--- src/rtl/config_chain_loader_pkg.sv ---
// Shared types and constants for the configuration chain loader.
package fabric_cfg_pkg;

   localparam int unsigned CFG_WORD_W = 32;

   typedef enum logic [2:0] {
      IDLE,
      LOAD,
      SHIFT,
      SET,
      DONE
   } ld_state_e;

   // Width needed to hold 0..chain_len inclusive.
   function automatic int unsigned cnt_w(input int unsigned chain_len);
      return $clog2(chain_len + 1);
   endfunction

endpackage

--- src/rtl/config_chain_loader_if.sv ---
// Host word handshake into the configuration chain loader.
interface config_chain_loader_if
   import fabric_cfg_pkg::*;
#(
   parameter int unsigned WORD_W = CFG_WORD_W
);

   logic [WORD_W-1:0] word_data;
   logic              word_valid;
   logic              word_ready;

   modport master (
      output word_data,
      output word_valid,
      input  word_ready
   );

   modport slave (
      input  word_data,
      input  word_valid,
      output word_ready
   );

endinterface

--- src/rtl/config_chain_loader_piso.sv ---
// Parallel-in serial-out word register, MSB first, with a last-bit flag.
module cfg_piso
   import fabric_cfg_pkg::*;
#(
   parameter int unsigned WORD_W = CFG_WORD_W
) (
   input  logic              clk,
   input  logic              rst,
   input  logic              clear,
   input  logic              load,
   input  logic              shift,
   input  logic [WORD_W-1:0] data,
   output logic              msb,
   output logic              last_bit
);

   localparam int unsigned BIT_W = $clog2(WORD_W);

   logic [WORD_W-1:0] sreg_q, sreg_d;
   logic [BIT_W-1:0]  bit_q, bit_d;

   assign msb      = sreg_q[WORD_W-1];
   assign last_bit = (bit_q == BIT_W'(WORD_W - 1));

   // Next-state: load wins over shift so a gapless reload replaces the spent word.
   always_comb begin
      sreg_d = sreg_q;
      bit_d  = bit_q;
      if (clear) begin
         sreg_d = '0;
         bit_d  = '0;
      end else if (load) begin
         sreg_d = data;
         bit_d  = '0;
      end else if (shift) begin
         sreg_d = {sreg_q[WORD_W-2:0], 1'b0};
         bit_d  = last_bit ? '0 : bit_q + 1'b1;
      end
   end

   // Shift register and bit-position state.
   always_ff @(posedge clk or negedge rst) begin
      if (!rst) begin
         sreg_q <= '0;
         bit_q  <= '0;
      end else begin
         sreg_q <= sreg_d;
         bit_q  <= bit_d;
      end
   end

endmodule

--- src/rtl/config_chain_loader.sv ---
// Feeds host config words MSB-first into the tile shift chain, then strobes set once.
module config_chain_loader
   import fabric_cfg_pkg::*;
#(
   parameter int unsigned CHAIN_LEN = 4096,
   parameter int unsigned WORD_W    = CFG_WORD_W,
   parameter int unsigned CNT_W     = cnt_w(CHAIN_LEN)
) (
   input  logic                 clk,
   input  logic                 rst,
   input  logic                 start,
   input  logic                 abort,
   config_chain_loader_if.slave host,
   output logic                 cfg_shift,
   output logic                 cfg_en,
   output logic                 cfg_set,
   output logic                 busy,
   output logic                 done,
   output logic [CNT_W-1:0]     bits_left
);

   ld_state_e        state_q, state_d;
   logic [CNT_W-1:0] bits_q, bits_d;

   logic ready;
   logic en;
   logic set;
   logic piso_clear;
   logic piso_load;
   logic piso_shift;
   logic piso_msb;
   logic piso_last;

   cfg_piso #(
      .WORD_W (WORD_W)
   ) u_piso (
      .clk      (clk),
      .rst      (rst),
      .clear    (piso_clear),
      .load     (piso_load),
      .shift    (piso_shift),
      .data     (host.word_data),
      .msb      (piso_msb),
      .last_bit (piso_last)
   );

   // Next-state and per-state outputs; abort overrides everything at the end.
   always_comb begin
      state_d    = state_q;
      bits_d     = bits_q;
      ready      = 1'b0;
      en         = 1'b0;
      set        = 1'b0;
      piso_clear = 1'b0;
      piso_load  = 1'b0;
      piso_shift = 1'b0;

      unique case (state_q)
         IDLE, DONE: begin
            if (start) begin
               state_d    = LOAD;
               bits_d     = CNT_W'(CHAIN_LEN);
               piso_clear = 1'b1;
            end
         end
         LOAD: begin
            ready = 1'b1;
            if (host.word_valid) begin
               piso_load = 1'b1;
               state_d   = SHIFT;
            end
         end
         SHIFT: begin
            en         = 1'b1;
            piso_shift = 1'b1;
            if (bits_q != '0) begin
               bits_d = bits_q - 1'b1;
            end
            if (bits_q <= CNT_W'(1)) begin
               // Final chain bit: leftover low bits of the word are dropped.
               state_d = SET;
            end else if (piso_last) begin
               ready = 1'b1;
               if (host.word_valid) begin
                  piso_load = 1'b1;
               end else begin
                  state_d = LOAD;
               end
            end
         end
         SET: begin
            set     = 1'b1;
            bits_d  = '0;
            state_d = DONE;
         end
         default: begin
            state_d = IDLE;
            bits_d  = '0;
         end
      endcase

      if (abort) begin
         state_d    = IDLE;
         bits_d     = '0;
         piso_clear = 1'b1;
         piso_load  = 1'b0;
         piso_shift = 1'b0;
      end
   end

   // FSM state and remaining-bit counter.
   always_ff @(posedge clk or negedge rst) begin
      if (!rst) begin
         state_q <= IDLE;
         bits_q  <= '0;
      end else begin
         state_q <= state_d;
         bits_q  <= bits_d;
      end
   end

   assign host.word_ready = ready;
   assign cfg_en          = en;
   assign cfg_shift       = en & piso_msb;
   assign cfg_set         = set;
   assign busy            = (state_q == LOAD) || (state_q == SHIFT) || (state_q == SET);
   assign done            = (state_q == DONE);
   assign bits_left       = bits_q;

endmodule

--- src/flat_wrapper.sv ---
// flat-port wrapper written by rule: the top's interface ports become plain ports
module config_chain_loader_flat import fabric_cfg_pkg::*;
#(
   parameter int unsigned CHAIN_LEN = 4096,
   parameter int unsigned WORD_W    = CFG_WORD_W,
   parameter int unsigned CNT_W     = cnt_w(CHAIN_LEN)
)
  (clk, rst, start, abort, cfg_shift, cfg_en, cfg_set, busy, done, bits_left, host_word_data, host_word_valid, host_word_ready);
  config_chain_loader_if #(.WORD_W(WORD_W)) host_i ();
  input  logic clk;
  input  logic rst;
  input  logic start;
  input  logic abort;
  output logic cfg_shift;
  output logic cfg_en;
  output logic cfg_set;
  output logic busy;
  output logic done;
  output logic [CNT_W-1:0] bits_left;
  input wire logic [$bits(host_i.word_data)-1:0] host_word_data;
  input wire logic [$bits(host_i.word_valid)-1:0] host_word_valid;
  output wire logic [$bits(host_i.word_ready)-1:0] host_word_ready;
  assign host_i.word_data = host_word_data;
  assign host_i.word_valid = host_word_valid;
  assign host_word_ready = host_i.word_ready;
  config_chain_loader #(.CHAIN_LEN(CHAIN_LEN), .WORD_W(WORD_W), .CNT_W(CNT_W)) u_core (.clk(clk), .rst(rst), .start(start), .abort(abort), .host(host_i), .cfg_shift(cfg_shift), .cfg_en(cfg_en), .cfg_set(cfg_set), .busy(busy), .done(done), .bits_left(bits_left));
endmodule
--- config.mk ---
export PLATFORM = sky130hd
export DESIGN_NAME = config_chain_loader_flat
export DESIGN_NICKNAME = d
export VERILOG_FILES = /design/src/rtl/config_chain_loader_pkg.sv /design/src/rtl/config_chain_loader_if.sv /design/src/rtl/config_chain_loader_piso.sv /design/src/rtl/config_chain_loader.sv /design/src/flat_wrapper.sv
export SDC_FILE = /design/constraint.sdc
export NUM_CORES = 1
export LEC_CHECK = 0
export BUFFER_PORTS_ARGS = -buffer_cell sky130_fd_sc_hd__buf_2
export CAP_MARGIN = 20
export CORE_UTILIZATION = 55
export CTS_CLUSTER_DIAMETER = 100
export DETAILED_ROUTE_END_ITERATION = 6
export GPL_TIMING_DRIVEN = 0
export PLACE_DENSITY = 0.88
export RECOVER_POWER = 100
export SLEW_MARGIN = 10
export SYNTH_ARGS = -nofsm -noshare
export SYNTH_HDL_FRONTEND = slang
export SYNTH_SLANG_ARGS = --single-unit
--- constraint.sdc ---
create_clock -name clk -period 2.9 [get_ports clk]
set_input_delay 0.435 -clock clk [delete_from_list [all_inputs] [get_ports clk]]
set_output_delay 0.435 -clock clk [all_outputs]
set_load 0.005 [all_outputs]
==> results.json <==
{
  "post_cts_buffers": 0,
  "ctsHoldBuffers": 0,
  "antenna_found_initial": 0,
  "synthesis.area_um2": 2780,
  "drv_cap": 0,
  "final_common_cell": "dfrtp_1",
  "routedWlPerCell_um": 15.8,
  "syn_to_final_growth_pct": 16.1,
  "cts_htree_levels": 2,
  "drc_errors": 0,
  "rsz0062_at_grt": "false",
  "die_x_um": 73.1,
  "finalSetupViolCount": 0,
  "grt_remaining_overflow": 0,
  "hpwl_um": 4570,
  "slew_viol_final": 0,
  "root_buffer": "clkbuf_8",
  "clock_skew_ns": 0.00595,
  "power_density_nw_per_um2": 707,
  "diodes": 0,
  "drtAntennaViolNets": 0,
  "min_period_over_period": 0.899,
  "gp_congestion": 0.854,
  "synth.area.top_cells": "dfrtp_1 (48%), a221o_1 (11%), and2_1 (7.4%), nor2_1 (3.0%), ha_1 (2.2%)",
  "async_reset_ff_frac": 1.00,
  "status": "finished, final reports clean",
  "fp.dieArea_um2": 5350,
  "setup-tns-final_ns": 0,
  "min_to": "u_core.u_piso.sreg_q[13]$_DFFE_PN0P_",
  "arrival_ns": 2.80,
  "crit_type": "reg -> reg",
  "clk_latency_ns": 0.30,
  "clkSlewWorstSetupHoldPaths_ns": 0.10,
  "synth_ff_type": "dfrtp_1",
  "crit_path_start_kind": "flop",
  "routed_wl_um": 6260,
  "hold_class": "in -> reg",
  "syn_inst": 266,
  "min_period_ns": 2.61,
  "final_nets": 371,
  "hp-start": "host_word_data[13]",
  "cts_resized": 0,
  "reg2reg_to": "u_core.u_piso.sreg_q[23]$_DFFE_PN0P_",
  "core_um2": 4790,
  "ir_drop_uv": 426,
  "fmax_mhz": 384,
  "yosysTopAreaCell": "dfrtp_1",
  "grt_pass1_wl_um": 9980,
  "yosysWarnings": 0,
  "drt-pass1-iter-count": 5,
  "regArea_um2": 1330,
  "synth-edff-count": 0,
  "syn_nets": 308,
  "cp-end-kind": "flop",
  "setup_ws_ns": 0.294,
  "hold_path_depth": 2,
  "worstMarginPinSlew_ns": 1.46,
  "fp.dieH_um": 73.1,
  "vias": 2385,
  "preCtsSetupSlack_ns": 0.521,
  "p_total_mw": 2.28,
  "final_cell_area_um2": 3230,
  "rr_worst_depth": 7,
  "multi_input_area_um2": 1330,
  "start_util": 0.581,
  "ios": 56,
  "syn_area_per_cell_um2": 10.5,
  "finalHoldViolCount": 0,
  "io_buffers": 55,
  "layout-drive-gt1-share": 0.227,
  "grt_max_degree": 29,
  "r2r_setup_slack_ns": 0.29,
  "tritoncts": "yes",
  "ys_seq_area_frac": 0.477,
  "synth_top_cell_area_share": 0.477,
  "first_global_vias": 2178,
  "cp_max_fo": 10,
  "reg2reg_from": "u_core.bits_left[5]$_DFFE_PN0P_",
  "fp-row-count": 25,
  "track_usage": 0.246,
  "cts_sinks": 53,
  "numCtsBuffers": 5,
  "clockBufferDepth": 2,
  "yosysUniqueCellTypes": 47,
  "drtIter0Drc": 162,
  "max_slew_margin": 0.0241,
  "place_area_um2": 3160,
  "ys_ff_latch": 53,
  "layout_common_cells": "dfrtp_1 (53), buf_2 (52), and2_1 (31), a221o_1 (31), nor2_1 (22)",
  "nFillCells": 394,
  "via_per_inst": 6.01,
  "p_leak_nw": 1.58,
  "cp.required_ns": 3.09
}
[cell usage after synthesis, types with 5 or more instances]
library cell / instances
dfrtp_1: 53
and2_1: 33
a221o_1: 31
nor2_1: 22
o21ai_0: 12
a21oi_1: 10
nand2_1: 8
clkbuf_1: 7
nor3_1: 6
o31ai_1: 6
buf_2: 5
ha_1: 5
inv_1: 5
[metal layers]
layer,vias to the layer above,wire [um],GRT usage
met5,-,0,0
met1,1171,2860,0.344
met3,8,323,0.0511
met4,0,61,0.0697
li1,1125,-,-
met2,81,3010,0.389
[state kept, by name (all words and copies together) (netlist names)]
signal                flops
u_core.bits_left         13
u_core.state_q            3
u_core.u_piso.bit_q       5
u_core.u_piso.sreg_q     32
[per-stage QoR]
| step | hold WS, ns | util | instances |
|---|---|---|---|
| floorplan | 0.139 | - | 266 |
| global placement | 0.476 | 0.656 | 388 |
| detailed placement | 0.485 | 0.660 | 389 |
| CTS | 0.149 | 0.680 | 397 |
| global route | 0.338 | 0.675 | 397 |
| finish | 0.349 | 0.675 | 397 |
[worst max-delay path, cell delays in order (launching register included)]
cell,delay (ns)
dfrtp_1,0.47
or4_1,0.64
nor4_1,0.34
o22ai_2,0.18
and2_0,0.17
clkbuf_1,0.16
buf_6,0.17
a221o_1,0.35
[worst max-delay path by stage]
stage,startpoint,end
2_1_floorplan,u_core.bits_left[5]$_DFFE_PN0P_,u_core.u_piso.sreg_q[1]$_DFFE_PN0P_
3_5_place_dp,u_core.state_q[2]$_DFFE_PN0P_,u_core.u_piso.sreg_q[28]$_DFFE_PN0P_
5_1_grt,u_core.bits_left[5]$_DFFE_PN0P_,u_core.u_piso.sreg_q[25]$_DFFE_PN0P_
6_report,u_core.bits_left[5]$_DFFE_PN0P_,u_core.u_piso.sreg_q[23]$_DFFE_PN0P_
3_3_place_gp,u_core.bits_left[5]$_DFFE_PN0P_,u_core.u_piso.sreg_q[24]$_DFFE_PN0P_
4_1_cts,u_core.state_q[2]$_DFFE_PN0P_,host_word_ready
[final cells by class]
class                           count  share of cell area
Inverter                            5             0.00581
Multi-Input combinational cell    192               0.411
Clock buffer                        5              0.0213
Sequential cell                    53               0.411
Tap cell                           67              0.0260
Timing Repair Buffer               56              0.0895
Buffer                             16              0.0275
Clock inverter                      3             0.00814
[report_power, final]
| part | switching [mW] | internal, mW |
|---|---|---|
| clock | 0.255 | 0.176 |
| sequential | 0.0984 | 0.830 |
| combinational | 0.549 | 0.375 |
| total | 0.903 | 1.38 |
[logic make-up (layout without fill, tap and decap cells)]
| logic type | Yosys count | in the layout | synth area share |
|---|---|---|---|
| AOI/OAI and AO/OA | 81 | 81 | 0.234 |
| DFF | 53 | 53 | 0.477 |
| and+or+nand+nor | 101 | 101 | 0.211 |
| muxes | 1 | 1 | 0.00360 |
| buffers and inverters | 21 | 85 | 0.0391 |
| adders and majority gates | 5 | 5 | 0.0225 |
| xor gates and xnor gates | 4 | 4 | 0.0126 |
(Power assumes the default switching activity.)
